===== config.mk =====
export PLATFORM = sky130hd
export DESIGN_NAME = csel_subtractor_seq
export DESIGN_NICKNAME = d
export VERILOG_FILES = /design/src/rtl/csel_subtractor_seq.sv
export SDC_FILE = /design/constraint.sdc
export NUM_CORES = 1
export LEC_CHECK = 0
export BUFFER_PORTS_ARGS = -buffer_cell sky130_fd_sc_hd__buf_2
export CAP_MARGIN = 5
export CORE_AREA = 2 2 76 150
export CTS_CLUSTER_SIZE = 14
export DETAILED_ROUTE_END_ITERATION = 6
export DIE_AREA = 0 0 78 152
export PLACE_DENSITY = 0.43
export SLEW_MARGIN = 15
export SYNTH_ARGS = -nofsm -noshare
export SYNTH_HDL_FRONTEND = slang
export SYNTH_SLANG_ARGS = --single-unit

===== constraint.sdc =====
create_clock -name clk -period 3.8 [get_ports clk]
set_input_delay 0.38 -clock clk [delete_from_list [all_inputs] [get_ports clk]]
set_output_delay 0.38 -clock clk [all_outputs]
set_load 0.05 [all_outputs]

===== src/rtl/csel_subtractor_seq.sv =====
// Sequential carry-select subtractor: D = A - B - bin, one 4-bit slice per clock.
// Define CSEL_SUB_OVF_EN to add the signed-overflow output ovf.
module csel_subtractor_seq #(
   parameter int WIDTH = 16
) (
   input  logic             clk,
   input  logic             rst_n,
   input  logic             in_valid,
   output logic             in_ready,
   input  logic [WIDTH-1:0] a,
   input  logic [WIDTH-1:0] b,
   input  logic             bin,
   output logic             out_valid,
   input  logic             out_ready,
   output logic [WIDTH-1:0] diff,
   output logic             bout
`ifdef CSEL_SUB_OVF_EN
   ,
   output logic             ovf
`endif
);

   localparam int SLICES = WIDTH / 4;
   localparam int CNT_W  = (SLICES > 1) ? $clog2(SLICES) : 1;
   localparam logic [CNT_W-1:0] LAST = CNT_W'(SLICES - 1);

   generate
      if ((WIDTH % 4) != 0 || WIDTH < 4) begin : g_bad_width
         $error("csel_subtractor_seq: WIDTH must be a multiple of 4 and at least 4");
      end
   endgenerate

   typedef enum logic [1:0] {IDLE, RUN, DONE} state_t;

   state_t           state, state_next;
   logic [WIDTH-1:0] a_q;
   logic [WIDTH-1:0] nb_q;
   logic             carry;
   logic [CNT_W-1:0] cnt;
   logic [CNT_W+1:0] base;
   logic [3:0]       a_sl, nb_sl;
   logic [4:0]       sum0, sum1, sel;
   logic             last_slice;

   assign base       = {cnt, 2'b00};
   assign last_slice = (cnt == LAST);

   // Both carry-in cases are formed in parallel; the registered carry picks one.
   always_comb begin
      a_sl  = a_q[base +: 4];
      nb_sl = nb_q[base +: 4];
      sum0  = {1'b0, a_sl} + {1'b0, nb_sl};
      sum1  = {1'b0, a_sl} + {1'b0, nb_sl} + 5'd1;
      sel   = carry ? sum1 : sum0;
   end

   always_ff @(posedge clk or negedge rst_n) begin
      if (!rst_n) begin
         state <= IDLE;
      end else begin
         state <= state_next;
      end
   end

   always_comb begin
      state_next = state;
      case (state)
         IDLE:    if (in_valid) state_next = RUN;
         RUN:     if (last_slice) state_next = DONE;
         DONE:    if (out_ready) state_next = IDLE;
         default: state_next = IDLE;
      endcase
   end

   always_comb begin
      in_ready  = (state == IDLE);
      out_valid = (state == DONE);
   end

   // Subtraction as a + ~b + ~bin, so the borrow chain is an inverted carry chain.
   always_ff @(posedge clk or negedge rst_n) begin
      if (!rst_n) begin
         a_q   <= '0;
         nb_q  <= '0;
         carry <= 1'b0;
         cnt   <= '0;
         diff  <= '0;
         bout  <= 1'b0;
`ifdef CSEL_SUB_OVF_EN
         ovf   <= 1'b0;
`endif
      end else begin
         case (state)
            IDLE: begin
               if (in_valid) begin
                  a_q   <= a;
                  nb_q  <= ~b;
                  carry <= ~bin;
                  cnt   <= '0;
                  diff  <= '0;
                  bout  <= 1'b0;
`ifdef CSEL_SUB_OVF_EN
                  ovf   <= 1'b0;
`endif
               end
            end
            RUN: begin
               diff[base +: 4] <= sel[3:0];
               carry           <= sel[4];
               if (last_slice) begin
                  cnt  <= '0;
                  bout <= ~sel[4];
`ifdef CSEL_SUB_OVF_EN
                  // Carry into the top bit is recovered from its sum bit and operands.
                  ovf  <= sel[4] ^ (sel[3] ^ a_sl[3] ^ nb_sl[3]);
`endif
               end else begin
                  cnt <= cnt + 1'b1;
               end
            end
            default: ;
         endcase
      end
   end

endmodule


Word-level counts from Yosys, hierarchy flattened
Index checks and enable logic that the tools add are counted.
- bits in latches: 0
- bits in registers: 54
- bits in read-only memories: 0
- input port bits: 37
- memory bits (writable): 0
- output and inout port bits: 19
- memories: 0
- reductions and logical operators: 6
- shifts and indexed selects: 4
- divide/modulo/power cells: 0
- add/sub/neg operators: 4
- bitwise logic cells: 3
- multiply operators: 0
- magnitude comparators: 0
- eq/ne operators: 6
- multiplexer cells: 16
- operator list (cell ; count):
    case mux 16 bit (2 select lines) ; 1
    variable part select 16 x 5 -> 4 bit ; 2
    bitwise mux 16 bit ; 1
    two-way mux 16 bit ; 1
    inverter 16 bit ; 1
    variable shift 4 x 6 -> 16 bit, first input constant ; 1
    variable part select 4 x 6 -> 16 bit ; 1
    two-way mux 2 bit ; 5
    negation 4 -> 6 bit ; 1
    case mux 2 bit (3 select lines) ; 1
    AND reduction 3 bit ; 2
    adder 4 x 4 -> 5 bit ; 1
    adder 5 x 1 -> 5 bit, second input constant ; 1
    two-way mux 5 bit ; 1
    equality test 2 bit, second input constant ; 2
    inequality test 2 bit, second input constant ; 2
    case mux 1 bit (2 select lines) ; 2
    case mux 2 bit (2 select lines) ; 1
    AND reduction 2 bit ; 2
    two-way mux 1 bit ; 3
    adder 2 x 1 -> 2 bit, second input constant ; 1
    equality test 2 x 1 -> 1 bit, second input constant ; 1
    logical NOT 2 bit ; 1
    inequality test 2 x 1 -> 1 bit, second input constant ; 1
    2 further kinds ; 3

Longest topological paths before layout
- word-level depth: 7
- mapped depth: 8
- mapped depth without buffers: 7

Worst setup path after synthesis
OpenSTA, ideal clock, no wires.
- path type: reg-to-reg
- start point: reg cnt[0]
- end point: reg bout
- stages on the path, launching flop included: 9
- data arrival time: 2.965 ns
- path buffers: 1
- required time: 3.713 ns
- slack: 0.748 ns
- cells stage by stage: dfrtp_1 -> buf_2 -> mux4_2 -> ha_1 -> fa_1 -> ha_1 -> o2111ai_1 -> or4_1 -> o211ai_1
- longest elaborated chain between the ends: 7
- elaborated cells between the ends (all ways): 11
- those cells by class: 2 x add/sub; 2 x eq/ne; 2 x shift; 3 x mux; 1 x bitwise; 1 x reduce/logical
- RTL lines (what ; line ; RTL):
    from (decl) ; 39 ; logic [CNT_W-1:0] cnt;
    from (signal assigned) ; 118 ; cnt <= cnt + 1'b1;
    variable part select 16 x 5 -> 4 bit, on equally long branches ; 50, 51 ;
    adder 4 x 4 -> 5 bit ; 52, 53 ;
    adder 5 x 1 -> 5 bit ; 53 ; sum1 = {1'b0, a_sl} + {1'b0, nb_sl} + 5'd1;
    two-way mux 5 bit ; 54 ; sel = carry ? sum1 : sum0;
    inverter 1 bit ; 112 ; bout <= ~sel[4];
    two-way mux 1 bit ; 110 ; if (last_slice) begin
    case mux 1 bit (2 select lines) ; 93 ; case (state)
    to (signal assigned) ; 112 ;
    to (decl) ; 16 ; output logic bout
Several ways; a longest one is shown, not always the timed one. The select of a mux whose other input is x is not followed.
A chain may end at the register's enable or synchronous reset.

Worst setup path after layout
Ends and elaborated chain as after synthesis.

==> reports/qor.csv <==
stage,metric,value,unit
status,outcome,"complete, no violations",
hold_path,worst hold path class,primary input to async pin,
placed_design,total of buffers placed on input and output ports,55,
floorplanning,floorplan die width,78,µm
route,post-route ant nets,0,
sta,number of failing setup endpoints in the final timing report,0,
worst_setup_path,setup slack on the worst flop-to-flop path,0.66,ns
worst_setup_path,cell breakdown of the critical path,mux4_2 > ha_1 > fa_1 > ha_1 > o2111ai_1 > or4_1 > o211ai_1,
global_route,gr ovfl total,0,
clock_tree,H-tree depth,2,
worst_setup_path,worst reg-to-reg path cell count,7,
clock_tree,clock sink count,54,
worst_setup_path,sort of element at the end of the critical path,flop,
global_route,first-pass GRT wire length,10.4,mm
worst_setup_path,cell occurring most often along the worst timing path,ha_1,
cells_and_area,final-stage net count,356,
worst_setup_path,Worst Path Required,4.01,ns
worst_setup_path,class of the most critical setup path,flop to flop,
clock_tree,deepest clock path buffer count,2,
worst_setup_path,"delay-heaviest family, CP",adder cells,
sta,actual transition at the worst max-transition pin,0.798,ns
global_route,overall track demand over capacity in global routing,0.114,
sta,min cycle time layout,3.14,ns
sta,FMAX,318,MHz
placed_design,HPWL after DPL,5.14,mm
clock_tree,TritonCTS buffer count,5,
logic_synthesis,synthesized netlist net count,304,
placed_design,RePlAce Congestion,0.795,
global_route,number of antenna violations at the first check in global routing,0,
logic_synthesis,combinational family with the most area after synthesis,simple AND/OR/NAND/NOR gates,
sta,Fin Clk Skew,0.00852,ns
floorplanning,core box area,0.0108,mm²
sta,Total Negative Setup Slacks,0,ns
floorplanning,starting density of the core,0.243,
floorplanning,die area,0.0119,mm²
worst_setup_path,delay of the slowest critical-path stage,0.63,ns
route,routed wire length,6.37,mm
clock_tree,Root Buffer Master,clkbuf_16,
clock_tree,CTS tree,built,
route,DRC errors left,0,
clock_tree,number of hold buffers added after cts,0,
logic_synthesis,netlist area before placement,0.00262,mm²
global_route,via count of the first global-routing pass,2025,
route,total via count in the routed design,1930,
clock_tree,setup bufs post-CTS,0,
clock_tree,clock latency at the later pin of the worst-skew pair,0.29,ns
floorplanning,I/O pin count,56,
logic_synthesis,YS warnings,0,
logic_synthesis,multiplexer fraction of the synthesized cell area,0.0763,
worst_setup_path,critical path launch point type,flop,
cells_and_area,P&R area growth vs syn,22.3,%
sta,total count of hold-check failures in the final report,0,
logic_synthesis,post-synthesis sequential area ratio,0.515,
logic_synthesis,simple-gate share of the synthesized area,0.178,
worst_setup_path,critical-path maximum fanout,8,
floorplanning,die height,152,µm
logic_synthesis,#FFs+latches synth,54,
sta,setup repair after global routing missed its margin,false,
logic_synthesis,compound-gate portion of the synthesized area,0.134,
logic_synthesis,syn avg cell area,10.2,µm²
logic_synthesis,number of cells produced by synthesis,257,
cells_and_area,post-layout util,0.297,
logic_synthesis,area share of xor/xnor cells in the synthesized design,0.0134,
clock_tree,Resize count post-CTS,0,
floorplanning,Row Count,54,
sta,normalized max-slew margin,0.468,
worst_setup_path,"Buf+Inv Stages, Crit Path",0,
clock_tree,Clock Pin Slew Worst Setup and Hold Paths,0.07,ns
worst_setup_path,end of the worst register-to-register path,bout$_DFFE_PN0P_,
cells_and_area,final-layout fill cell count,1186,
sta,Slew Limit Fails,0,
sta,post-route clock period utilization,0.828,
logic_synthesis,post-synthesis adder-cell area fraction,0.0506,
global_route,pin count of the biggest net entering global routing,52,
cells_and_area,antenna diode instance count,0,
worst_setup_path,startpoint of the lowest-slack register-to-register path,cnt[0]$_DFFE_PN0P_,
worst_setup_path,slowest library cell on the worst path,dfrtp_1,
route,Initial DRC Count,45,
run,total of max-cap violations,0,
cells_and_area,ratio of cells with drive above 1 in the final layout,0.255,
route,number of search-and-repair iterations in the first detailed-routing pass,4,
worst_setup_path,critical path data arrival time,3.35,ns
route,via count normalized by instance count,4.29,
route,Avg WL per Cell,14.2,µm
logic_synthesis,Synth cell types,41,
stage by stage:
step	instance area, µm²	hold WS (ns)	instances	worst slack [ns]
5_1_grt	3210	0.238	450	0.487
3_3_place_gp	3030	0.454	442	0.722
6_report	3210	0.166	450	0.655
3_5_place_dp	3030	0.462	442	0.637
4_1_cts	3210	0.203	450	0.608
2_1_floorplan	2620	0.0844	257	0.748
cell usage in the layout, fill, tap and decap left out, drive strengths merged, types with 2 or more instances in the layout:
cell / synthesis / layout
nand2b: 5 / 5
nor3: 2 / 2
mux2i: 2 / 2
dfrtp: 54 / 54
nand3: 3 / 3
a21o: 4 / 4
o21ai: 29 / 29
nor2: 4 / 4
a21oi: 2 / 2
or4: 4 / 4
o211ai: 3 / 3
inv: 6 / 7
clkbuf: 10 / 5
ha: 9 / 9
xnor2: 3 / 3
a22o: 4 / 4
o31ai: 2 / 2
o2bb2ai: 3 / 3
nor4: 2 / 2
buf: 3 / 58
mux4: 8 / 8
nand2: 81 / 81
flip-flops by register name, indices dropped and copies added (netlist names):
signal and count:
a_q 16, bout 1, carry 1, cnt 2, diff 16, nb_q 16, state 2
area by class of cell:
| class | count | area [µm²] | area share |
|---|---|---|---|
| repair buffers | 58 | 298 | 0.0929 |
| clock buffers | 5 | 125 | 0.0390 |
| multi-input cells | 184 | 1190 | 0.370 |
| well taps | 140 | 175 | 0.0546 |
| inverters | 6 | 22.5 | 0.00702 |
| flip-flops and latches | 54 | 1350 | 0.421 |
| clock inverters | 3 | 48.8 | 0.0152 |
worst max-delay path by stage:
stage	start	endpoint	slack (ns)	depth (start not counted)
floorplan	cnt[0]$_DFFE_PN0P_	bout$_DFFE_PN0P_	0.75	8
global placement	cnt[0]$_DFFE_PN0P_	bout$_DFFE_PN0P_	0.72	7
detailed placement	cnt[0]$_DFFE_PN0P_	bout$_DFFE_PN0P_	0.64	7
CTS	cnt[0]$_DFFE_PN0P_	bout$_DFFE_PN0P_	0.61	7
global route	cnt[0]$_DFFE_PN0P_	bout$_DFFE_PN0P_	0.49	7
finish	cnt[0]$_DFFE_PN0P_	bout$_DFFE_PN0P_	0.66	7
layer usage:
layer | share of wire | track usage | vias up
met5 | 0 | 0 | -
met4 | 0.021 | 0.0451 | 0
met3 | 0.035 | 0.0160 | 6
met2 | 0.57 | 0.216 | 43
met1 | 0.37 | 0.122 | 890
li1 | - | - | 991
Yosys cell counts:
cell type	number	area share
o211ai_1	2	0.0057
or3_1	1	0.0024
dfrtp_1	54	0.52
mux4_2	8	0.069
inv_1	6	0.0086
o211ai_2	1	0.0048
a21o_1	3	0.0086
nand3_1	3	0.0057
xor2_1	1	0.0033
nor3_1	2	0.0038
o2111ai_1	1	0.0033
xnor2_1	3	0.010
a2bb2oi_1	1	0.0033
or4_4	1	0.0043
o22ai_1	1	0.0024
a22o_1	4	0.013
a21oi_1	2	0.0038
nand4_1	1	0.0024
nor2_1	4	0.0057
o21ai_0	23	0.044
fa_1	1	0.0076
mux2i_1	2	0.0076
or4_1	3	0.0086
nand2b_1	5	0.012
o21a_1	1	0.0029
ha_1	9	0.043
nor4_1	2	0.0048
o21ba_2	1	0.0038
a211oi_4	1	0.0076
buf_2	3	0.0057
nand3b_1	1	0.0029
nand2_1	81	0.12
and4b_1	1	0.0038
nand4b_1	1	0.0033
a21o_2	1	0.0033
o21ai_1	6	0.011
and2_1	1	0.0024
clkbuf_1	9	0.013
o31ai_1	2	0.0057
clkbuf_8	1	0.0052
o2bb2ai_1	3	0.010
cell families after synthesis:
kind of cell    Yosys count
compound gates           53
xor+xnor                  4
fa+ha+maj                10
buf+inv                  19
flops                    54
mux                      10
simple gates            107
Power is left out: the tool's default activity adds up to more than one toggle a clock period on the data nets, which glitch-free logic cannot reach.
